--- src/rtl/uart_rx_frame_fsm.sv ---
// UART receive framing engine: synchronises the serial line, drives the external
// bit-period counter and turns one start/data/[parity]/stop frame into a parallel word.
module uart_rx_frame_fsm #(
    parameter int DATA_BITS  = 8,
    parameter int BIT_CYCLES = 217,
    parameter int CNT_W      = 8,
    parameter int PARITY_EN  = 0,
    parameter int PARITY_ODD = 0
) (
    input  logic                 clk,
    input  logic                 reset,
    input  logic                 rx_in,
    input  logic [CNT_W-1:0]     cnt_value,
    input  logic                 cnt_flag,
    output logic                 cnt_enable,
    output logic [DATA_BITS-1:0] rx_data,
    output logic                 rx_valid,
    output logic                 parity_err,
    output logic                 frame_err,
    output logic                 busy
);

    localparam int                IDX_W    = $clog2(DATA_BITS);
    localparam logic [CNT_W-1:0]  MID      = CNT_W'(BIT_CYCLES / 2);
    localparam logic [IDX_W-1:0]  LAST_IDX = IDX_W'(DATA_BITS - 1);

    typedef enum logic [2:0] {
        IDLE,
        START,
        DATA,
        PARITY,
        STOP
    } state_t;

    state_t                 state;
    logic                   sync_q;
    logic                   rx_s;
    logic                   rx_d;
    logic                   false_start;
    logic                   acc;
    logic                   par_bad;
    logic [IDX_W-1:0]       bit_idx;
    logic [DATA_BITS-1:0]   shift;

    logic fall;
    logic sample;
    logic boundary;

    // NOTE: the synchroniser presets to the idle-high line level so leaving reset never looks like a start bit.
    always_ff @(posedge clk or negedge reset) begin
        if (!reset) begin
            sync_q <= 1'b1;
            rx_s   <= 1'b1;
            rx_d   <= 1'b1;
        end else begin
            sync_q <= rx_in;
            rx_s   <= sync_q;
            rx_d   <= rx_s;
        end
    end

    assign fall     = rx_d & ~rx_s;
    assign sample   = cnt_enable && (cnt_value == MID);
    assign boundary = cnt_enable && cnt_flag;

    // NOTE: all state and outputs are registered with non-blocking assignments so every branch sees pre-edge values.
    always_ff @(posedge clk or negedge reset) begin
        if (!reset) begin
            state       <= IDLE;
            cnt_enable  <= 1'b0;
            busy        <= 1'b0;
            rx_valid    <= 1'b0;
            rx_data     <= '0;
            parity_err  <= 1'b0;
            frame_err   <= 1'b0;
            false_start <= 1'b0;
            acc         <= 1'b0;
            par_bad     <= 1'b0;
            bit_idx     <= '0;
            shift       <= '0;
        end else begin
            rx_valid <= 1'b0;
            case (state)
                IDLE: begin
                    if (fall) begin
                        state       <= START;
                        cnt_enable  <= 1'b1;
                        busy        <= 1'b1;
                        false_start <= 1'b0;
                    end
                end
                START: begin
                    if (sample) false_start <= rx_s;
                    if (boundary) begin
                        if (false_start) begin
                            state      <= IDLE;
                            cnt_enable <= 1'b0;
                            busy       <= 1'b0;
                        end else begin
                            state   <= DATA;
                            bit_idx <= '0;
                            acc     <= 1'b0;
                            par_bad <= 1'b0;
                        end
                    end
                end
                DATA: begin
                    if (sample) begin
                        shift <= {rx_s, shift[DATA_BITS-1:1]};
                        acc   <= acc ^ rx_s;
                    end
                    if (boundary) begin
                        bit_idx <= bit_idx + 1'b1;
                        if (bit_idx == LAST_IDX) state <= (PARITY_EN != 0) ? PARITY : STOP;
                    end
                end
                PARITY: begin
                    if (sample) par_bad <= ((acc ^ rx_s) != 1'(PARITY_ODD));
                    if (boundary) state <= STOP;
                end
                STOP: begin
                    // The word is published right after the stop-bit sample, long before the bit ends.
                    if (sample) begin
                        frame_err  <= ~rx_s;
                        rx_data    <= shift;
                        parity_err <= (PARITY_EN != 0) && par_bad;
                        rx_valid   <= 1'b1;
                    end
                    if (boundary) begin
                        state      <= IDLE;
                        cnt_enable <= 1'b0;
                        busy       <= 1'b0;
                    end
                end
                default: begin
                    state      <= IDLE;
                    cnt_enable <= 1'b0;
                    busy       <= 1'b0;
                end
            endcase
        end
    end

endmodule

--- config.mk ---
export PLATFORM = sky130hd
export DESIGN_NAME = uart_rx_frame_fsm
export DESIGN_NICKNAME = d
export VERILOG_FILES = /design/src/rtl/uart_rx_frame_fsm.sv
export SDC_FILE = /design/constraint.sdc
export NUM_CORES = 1
export LEC_CHECK = 0
export CELL_PAD_IN_SITES_DETAIL_PLACEMENT = 1
export CELL_PAD_IN_SITES_GLOBAL_PLACEMENT = 2
export CORE_MARGIN = 1
export CORE_UTILIZATION = 37
export CTS_CLUSTER_DIAMETER = 80
export DETAILED_ROUTE_END_ITERATION = 12
export PLACE_DENSITY = 0.91
export SLEW_MARGIN = 10
export SYNTH_ARGS = -nofsm -noshare
export SYNTH_HDL_FRONTEND = slang
export SYNTH_SLANG_ARGS = --single-unit
--- constraint.sdc ---
create_clock -name clk -period 5.8 [get_ports clk]
set_input_delay 0.87 -clock clk [delete_from_list [all_inputs] [get_ports clk]]
set_output_delay 0.87 -clock clk [all_outputs]
set_load 0.05 [all_outputs]
---- Word-level counts from Yosys, hierarchy flattened ----
Index checks and enable logic that the tools add are counted.
storage, ports and cells
  register bits ........................... 29
  input port bits ......................... 12
  output and inout port bits .............. 13
  word-level logic and storage cells ...... 64
operators by class
  $add $sub $neg .......................... 1
  eq/ne operators ......................... 15
  multiplexer cells ....................... 22
  bitwise logic cells ..................... 3
  reductions and logical operators ........ 12
operator list
  cell                 number
  $mux 3               9
  $ne 2x2->1 const B   9
  $pmux 3 s5           1
  $eq 8x7->1 const B   1
  $mux 1               8
  $eq 3x2->1 const B   2
  $eq 3x3->1 const B   2
  $pmux 3 s2           1
  $reduce_and 6->1     1
  $reduce_and 5->1     1
  $pmux 1 s4           1
  $reduce_and 2->1     2
  $reduce_and 4->1     1
  $reduce_bool 2->1    2
  $add 3x1->3 const B  1
  $eq 3x1->1 const B   1
  $logic_not 3->1      1
  $reduce_and 3->1     1
  $logic_and 1x1->1    2
  $mux 2               1
  $not 1->1            2
  $pmux 1 s2           1
  $reduce_or 2->1      1
  $and 1x1->1          1

---- Depth between registers and ports, before layout ----
Gate-level depths: netlist of run 1.
  depth in word-level cells ............... 4
  gate-level depth with buffers ........... 5

---- Least setup slack after synthesis of run 1 ----
Ideal clock, no wire load.
  kind .................................... input to register
  start ................................... input cnt_value[1]
  end ..................................... register rx_data[0]
  data arrival time ....................... 2.217 ns
  required time ........................... 5.675 ns
  slack ................................... 3.458 ns
  cell stages on the path ................. 4
  path buffers ............................ 1
  cell sequence ........................... or3b_1 buf_2 nor4_4 mux2_2
on the way
  word-level cells in the longest chain between the ends .. 3
ends and longest elaborated chain
  what                        RTL line  RTL
  start, declared             13        input logic [CNT_W-1:0] cnt_value,
  $eq 8x7->1                  63        assign sample = cnt_enable && (cnt_value == MID);
  $logic_and 1x1->1           63
  $reduce_and 2->1 (no line)  n/a
  end signal, assigned        125       rx_data <= shift;
  end, declared               16        output logic [DATA_BITS-1:0] rx_data,
Every way passes these cells.
A chain may end at the register's enable or synchronous reset.

---- Worst setup path in the final report of run 1 ----
  start ................................... input cnt_value[1]
  end ..................................... register rx_data[6]
Same word-level chain as after synthesis.

==> results.yml, run 1 <==
sta:
  rsz0062_at_grt: "false"
  final.setup.worst_slack_ns: 3.19
  maxSlewViolCount: 0
  hold_violations: 0
  setup_tns_ns: 0
  period_minus_slack_ns: 2.61
  fmax_ghz: 0.383
  slew_headroom_pct: 51.1
  worst_pin_slew_ns: 0.723
  setup_viol: 0
  finClkSkew_ns: 0.0123
  period_share_pct: 45.0
synthesis:
  netlist_instances: 95
  synth_nets: 109
  syn-mean-instance-area_um2: 13.7
  synth.ff_latch_count: 29
  syn-cell-area_um2: 1300
  synth_cell_types: 35
  synth_seq_area_share_pct: 56.1
  yosys_warnings: 0
pwr:
  power_leakage_nw: 0.708
  power.density_nw_per_um2: 212
  ir_drop_uv: 126
worst_hold_path:
  hp-class: "flip-flop to flip-flop"
  hold_depth: 0
route:
  detail-route-antenna-nets: 0
  wirelength_mm: 2.68
  avgViaCountPerCell: 5.19
  drt_iter0_drc: 19
  wl_per_cell_um: 16.0
  drcViolationCount: 0
  vias: 866
  first_pass_iters: 2
grt:
  antenna_found_initial: 0
  grt_max_degree: 30
  overflow: 0
  grt_pass1_vias: 956
  track_usage_pct: 17.2
  grt_pass1_wl_mm: 4.45
floorplanning:
  die_y_um: 61.3
  start_util_pct: 38.7
  rows: 21
  core_um2: 3360
  dieArea_um2: 3760
  io_pins: 25
  die_x_um: 61.3
clock_tree:
  clkSinkCount: 29
  clkLatencyLatePin_ns: 0.34
  cts_resized: 0
  cts_buffer_depth: 2
  holdBufCountCts: 0
  cts_buffers: 5
  clk_pin_slew_ns: 0.09
  cts.htree.levels: 2
  cts_tree: "built"
  post_cts_buffers: 0
  clockRootBuffer: "clkbuf_4"
outcome:
  status: "finished clean"
finish:
  n_fill_cell: 391
  antenna_cells: 0
  nets: 134
  area_growth_pct: 24.4
  layout-drive-gt1-share_pct: 27.3
setup_path:
  crit_path_end_kind: "flip-flop"
  worst-r2r-cell-count: 3
  path_class: "input pin to flip-flop"
  path_max_fanout: 9
  required_ns: 6.02
  worst-endpoint-arrival_ns: 2.83
  start_kind: "input pin"
placed_design:
  gp_congestion: 0.710
  hpwl_mm: 1.92
  pre_cts_ws_ns: 2.79
  numPortBuffers: 23
flow_run:
  cap_violations: 0
synthesized netlist by cell type:
library cell,n,share of area [%]
inv_1,2,0.58
a22o_1,1,0.67
mux2i_1,3,2.3
buf_2,2,0.77
o211ai_1,1,0.58
or4bb_1,1,0.87
or3b_2,2,1.3
o21ai_0,2,0.77
a21oi_1,3,1.2
nand2b_1,1,0.48
nor4_1,2,0.96
o311a_1,1,0.77
nor4_4,2,3.3
a22oi_1,1,0.58
or3b_1,1,0.67
nor4bb_1,2,1.5
o2bb2ai_1,2,1.3
nor4b_1,1,0.67
dfstp_2,3,6.1
and2_1,1,0.48
nand4b_1,2,1.3
dfrtp_1,26,50
nor2b_1,1,0.48
nor2_1,3,0.87
nor3b_1,1,0.58
conb_1,1,0.29
mux2_2,16,14
or4b_2,1,0.77
a211o_1,1,0.67
nand2_1,1,0.29
buf_4,2,1.2
clkbuf_1,2,0.58
xor2_1,1,0.67
o32ai_1,1,0.67
ha_1,2,1.9
cell type report:
| class | instances | area, µm² | area share (%) |
|---|---|---|---|
| Multi-Input combinational cell | 58 | 532 | 32.8 |
| Timing Repair Buffer | 24 | 238 | 14.7 |
| Clock inverter | 3 | 17.5 | 1.08 |
| Tap cell | 46 | 57.6 | 3.55 |
| Clock buffer | 5 | 37.5 | 2.32 |
| Inverter | 2 | 7.51 | 0.464 |
| Sequential cell | 29 | 729 | 45.1 |
kinds of logic (layout without fill, tap and decap cells):
| group | count (synthesis) | count (layout) | share of synthesized area [%] |
|---|---|---|---|
| and+or+nand+nor | 22 | 22 | 14.6 |
| AOI/OAI and AO/OA | 13 | 13 | 7.21 |
| adders and majority gates | 2 | 2 | 1.92 |
| xor gates and xnor gates | 1 | 1 | 0.673 |
| muxes | 19 | 19 | 16.2 |
| buffers and inverters | 8 | 34 | 3.08 |
| other | 1 | 1 | 0.288 |
| DFF | 29 | 29 | 56.1 |
metrics by stage:
stage	instances	cell area, µm²	power (mW)	util, %	hold WS [ns]
after floorplan	95	1300	0.213	-	0.345
after global placement	159	1560	0.225	46.5	0.347
after detailed placement	159	1560	0.226	46.5	0.349
after CTS	167	1620	0.348	48.1	0.363
after global routing	167	1620	0.355	48.1	0.369
final	167	1620	0.344	48.1	0.363
sequential cells by signal, indices dropped and copies added, names as in the netlist:
register / cells
bit_idx: 3
busy: 1
false_start: 1
frame_err: 1
rx_d: 1
rx_data: 8
rx_s: 1
rx_valid: 1
shift: 8
state: 3
sync_q: 1
per-layer routing:
layer | GRT usage [%] | share of wire [%] | wire (µm)
met5 | 0 | 0 | 0
met4 | 11.4 | 2.4 | 65
met3 | 4.20 | 4.1 | 111
met2 | 28.0 | 50 | 1330
met1 | 20.2 | 44 | 1170
where the power goes:
group / total (mW) / switching, mW / internal, mW
Clock: 0.122 / 0.0768 / 0.0456
Combinational: 0.0167 / 0.00853 / 0.00814
Sequential: 0.205 / 0.000773 / 0.204
Total: 0.344 / 0.0862 / 0.258
path summary, 6_finish.rpt:
| path | start | to | slack (ns) |
|---|---|---|---|
| min in group asynchronous | reset | state[1] | 0.90 |
| max in group asynchronous | reset | rx_d | 4.58 |
| min | sync_q | rx_s | 0.36 |
| max | cnt_value[1] | rx_data[6] | 3.19 |
| max reg2reg | busy | rx_data[6] | 3.60 |
| min reg2reg | sync_q | rx_s | 0.36 |
worst max-delay path, stage by stage:
cell,delay [ns]
clkdlybuf4s50_1,0.39
or3b_1,0.52
nor4_4,0.63
mux2_2,0.41
placed cells by master (no fill, tap or decap), types with 2 or more instances in the layout:
cell type and instances:
a21oi_1 3, clkbuf_4 5, clkdlybuf4s50_1 23, clkinv_2 2
dfrtp_1 26, dfstp_2 3, ha_1 2, inv_1 2
mux2_2 16, mux2i_1 3, nand4b_1 2, nor2_1 3
nor4_1 2, nor4_4 2, nor4bb_1 2, o21ai_0 2
o2bb2ai_1 2, or3b_2 2
No activity file was read; power rests on OpenSTA's default activity.
==> run 2, diff against run 1 <==
Settings changed: CORE_UTILIZATION 37 to 31, PLACE_DENSITY 0.91 to 0.82.
Clock period 5.8 ns to 2.27 ns, I/O delays scaled along.
==> results.yml, run 2 (synthesis gave the netlist of run 1 again) <==
setup_path:
  start_kind: "flip-flop"
  rrSetupSlack_ns: 0.35
  crit_path_end_kind: "flip-flop"
  path_class: "flip-flop to flip-flop"
  path_max_fanout: 12
  required_ns: 2.43
  worst-endpoint-arrival_ns: 2.08
sta:
  period_minus_slack_ns: 1.92
  final.setup.worst_slack_ns: 0.350
  finClkSkew_ns: 0.00557
  period_share_pct: 84.6
  setup_tns_ns: 0
  rsz0062_at_grt: "false"
  holdWs_ns: 0.357
  fmax_ghz: 0.521
  setup_viol: 0
  maxSlewViolCount: 0
  slew_headroom_pct: 66.2
  worst_pin_slew_ns: 0.505
  hold_violations: 0
floorplanning:
  start_util_pct: 32.3
  die_y_um: 66.8
  die_x_um: 66.8
  dieArea_um2: 4460
  core_um2: 4030
  io_pins: 25
  rows: 23
flow_run:
  cap_violations: 0
pwr:
  power_leakage_nw: 0.762
  power.density_nw_per_um2: 605
  ir_drop_uv: 292
  power.total_mw: 1.04
grt:
  antenna_found_initial: 0
  track_usage_pct: 15.5
  grt_max_degree: 30
  overflow: 0
  grt_pass1_vias: 1029
  grt_pass1_wl_mm: 4.88
finish:
  n_fill_cell: 443
  layout-drive-gt1-share_pct: 30.7
  final_common_cell: "dfrtp_1"
  area_growth_pct: 31.8
  nets: 140
  antenna_cells: 0
  final_cell_mix: "26 x dfrtp_1, 23 x clkdlybuf4s50_1, 16 x mux2_2"
  reg_top3: "rx_data (8), shift (8)"
route:
  wl_per_cell_um: 16.0
  drcViolationCount: 0
  wirelength_mm: 2.83
  first_pass_iters: 4
  detail-route-antenna-nets: 0
  drt_iter0_drc: 32
  vias: 891
  avgViaCountPerCell: 5.03
clock_tree:
  clockRootBuffer: "clkbuf_8"
  clkLatencyLatePin_ns: 0.28
  cts_tree: "built"
  cts_buffer_depth: 2
  cts.htree.levels: 2
  holdBufCountCts: 0
  cts_resized: 0
  post_cts_buffers: 0
  clkSinkCount: 29
  cts_buffers: 5
  clk_pin_slew_ns: 0.06
placed_design:
  gp_congestion: 0.700
  numPortBuffers: 23
  pre_cts_ws_ns: 0.0745
  hpwl_mm: 1.95
worst_hold_path:
  hp-class: "flip-flop to flip-flop"
outcome:
  status: "finished clean"
run 2: changes by cell type in the layout (fill, tap and decap cells not counted), sizes merged:
cell	previous run	this run
clkinvlp	1	0
clkbuf	5	7
buf	1	7
clkinv	2	1
run 2: final timing paths:
check,startpoint,endpoint,cells after the start
worst max-delay path,state[1],rx_data[0],4
worst min-delay path,sync_q,rx_s,0
worst max register to register,state[1],rx_data[0],4
worst min register to register,sync_q,rx_s,0
max in group asynchronous,reset,sync_q,2
min in group asynchronous,reset,rx_valid,2
run 2: metrics by stage:
step | area, µm² | util, % | std cells
3_5_place_dp | 1610 | 40.1 | 169
6_report | 1720 | 42.6 | 177
4_1_cts | 1720 | 42.6 | 177
2_1_floorplan | 1300 | - | 95
3_3_place_gp | 1610 | 40.1 | 169
5_1_grt | 1720 | 42.6 | 177
run 2: area by class of cell:
| class | count | area (µm²) | area share, % |
|---|---|---|---|
| sequential | 29 | 729 | 42.5 |
| multi-input combinational | 58 | 532 | 31.0 |
| timing repair buffer | 30 | 283 | 16.5 |
| clock buffer | 7 | 96.3 | 5.62 |
| tap | 50 | 62.6 | 3.65 |
| inverter | 2 | 7.51 | 0.438 |
| clock inverter | 1 | 5.00 | 0.292 |
run 2: per-layer routing:
metal,routed length [µm],track usage (%)
met4,70,8.78
met1,1280,18.4
met3,117,4.79
met5,0,0
met2,1370,24.5
run 2: critical path: stages (launching register included):
cell     delay (ns)
dfrtp_1        0.50
or3b_2         0.58
nor4_4         0.14
buf_4          0.22
mux2_2         0.36
run 2: report_power, final:
part	leakage (nW)	internal [mW]	total, mW	switching (mW)
Sequential	0.385	0.522	0.524	0.00206
Combinational	0.324	0.0214	0.0433	0.0220
Clock	0.0542	0.273	0.470	0.197
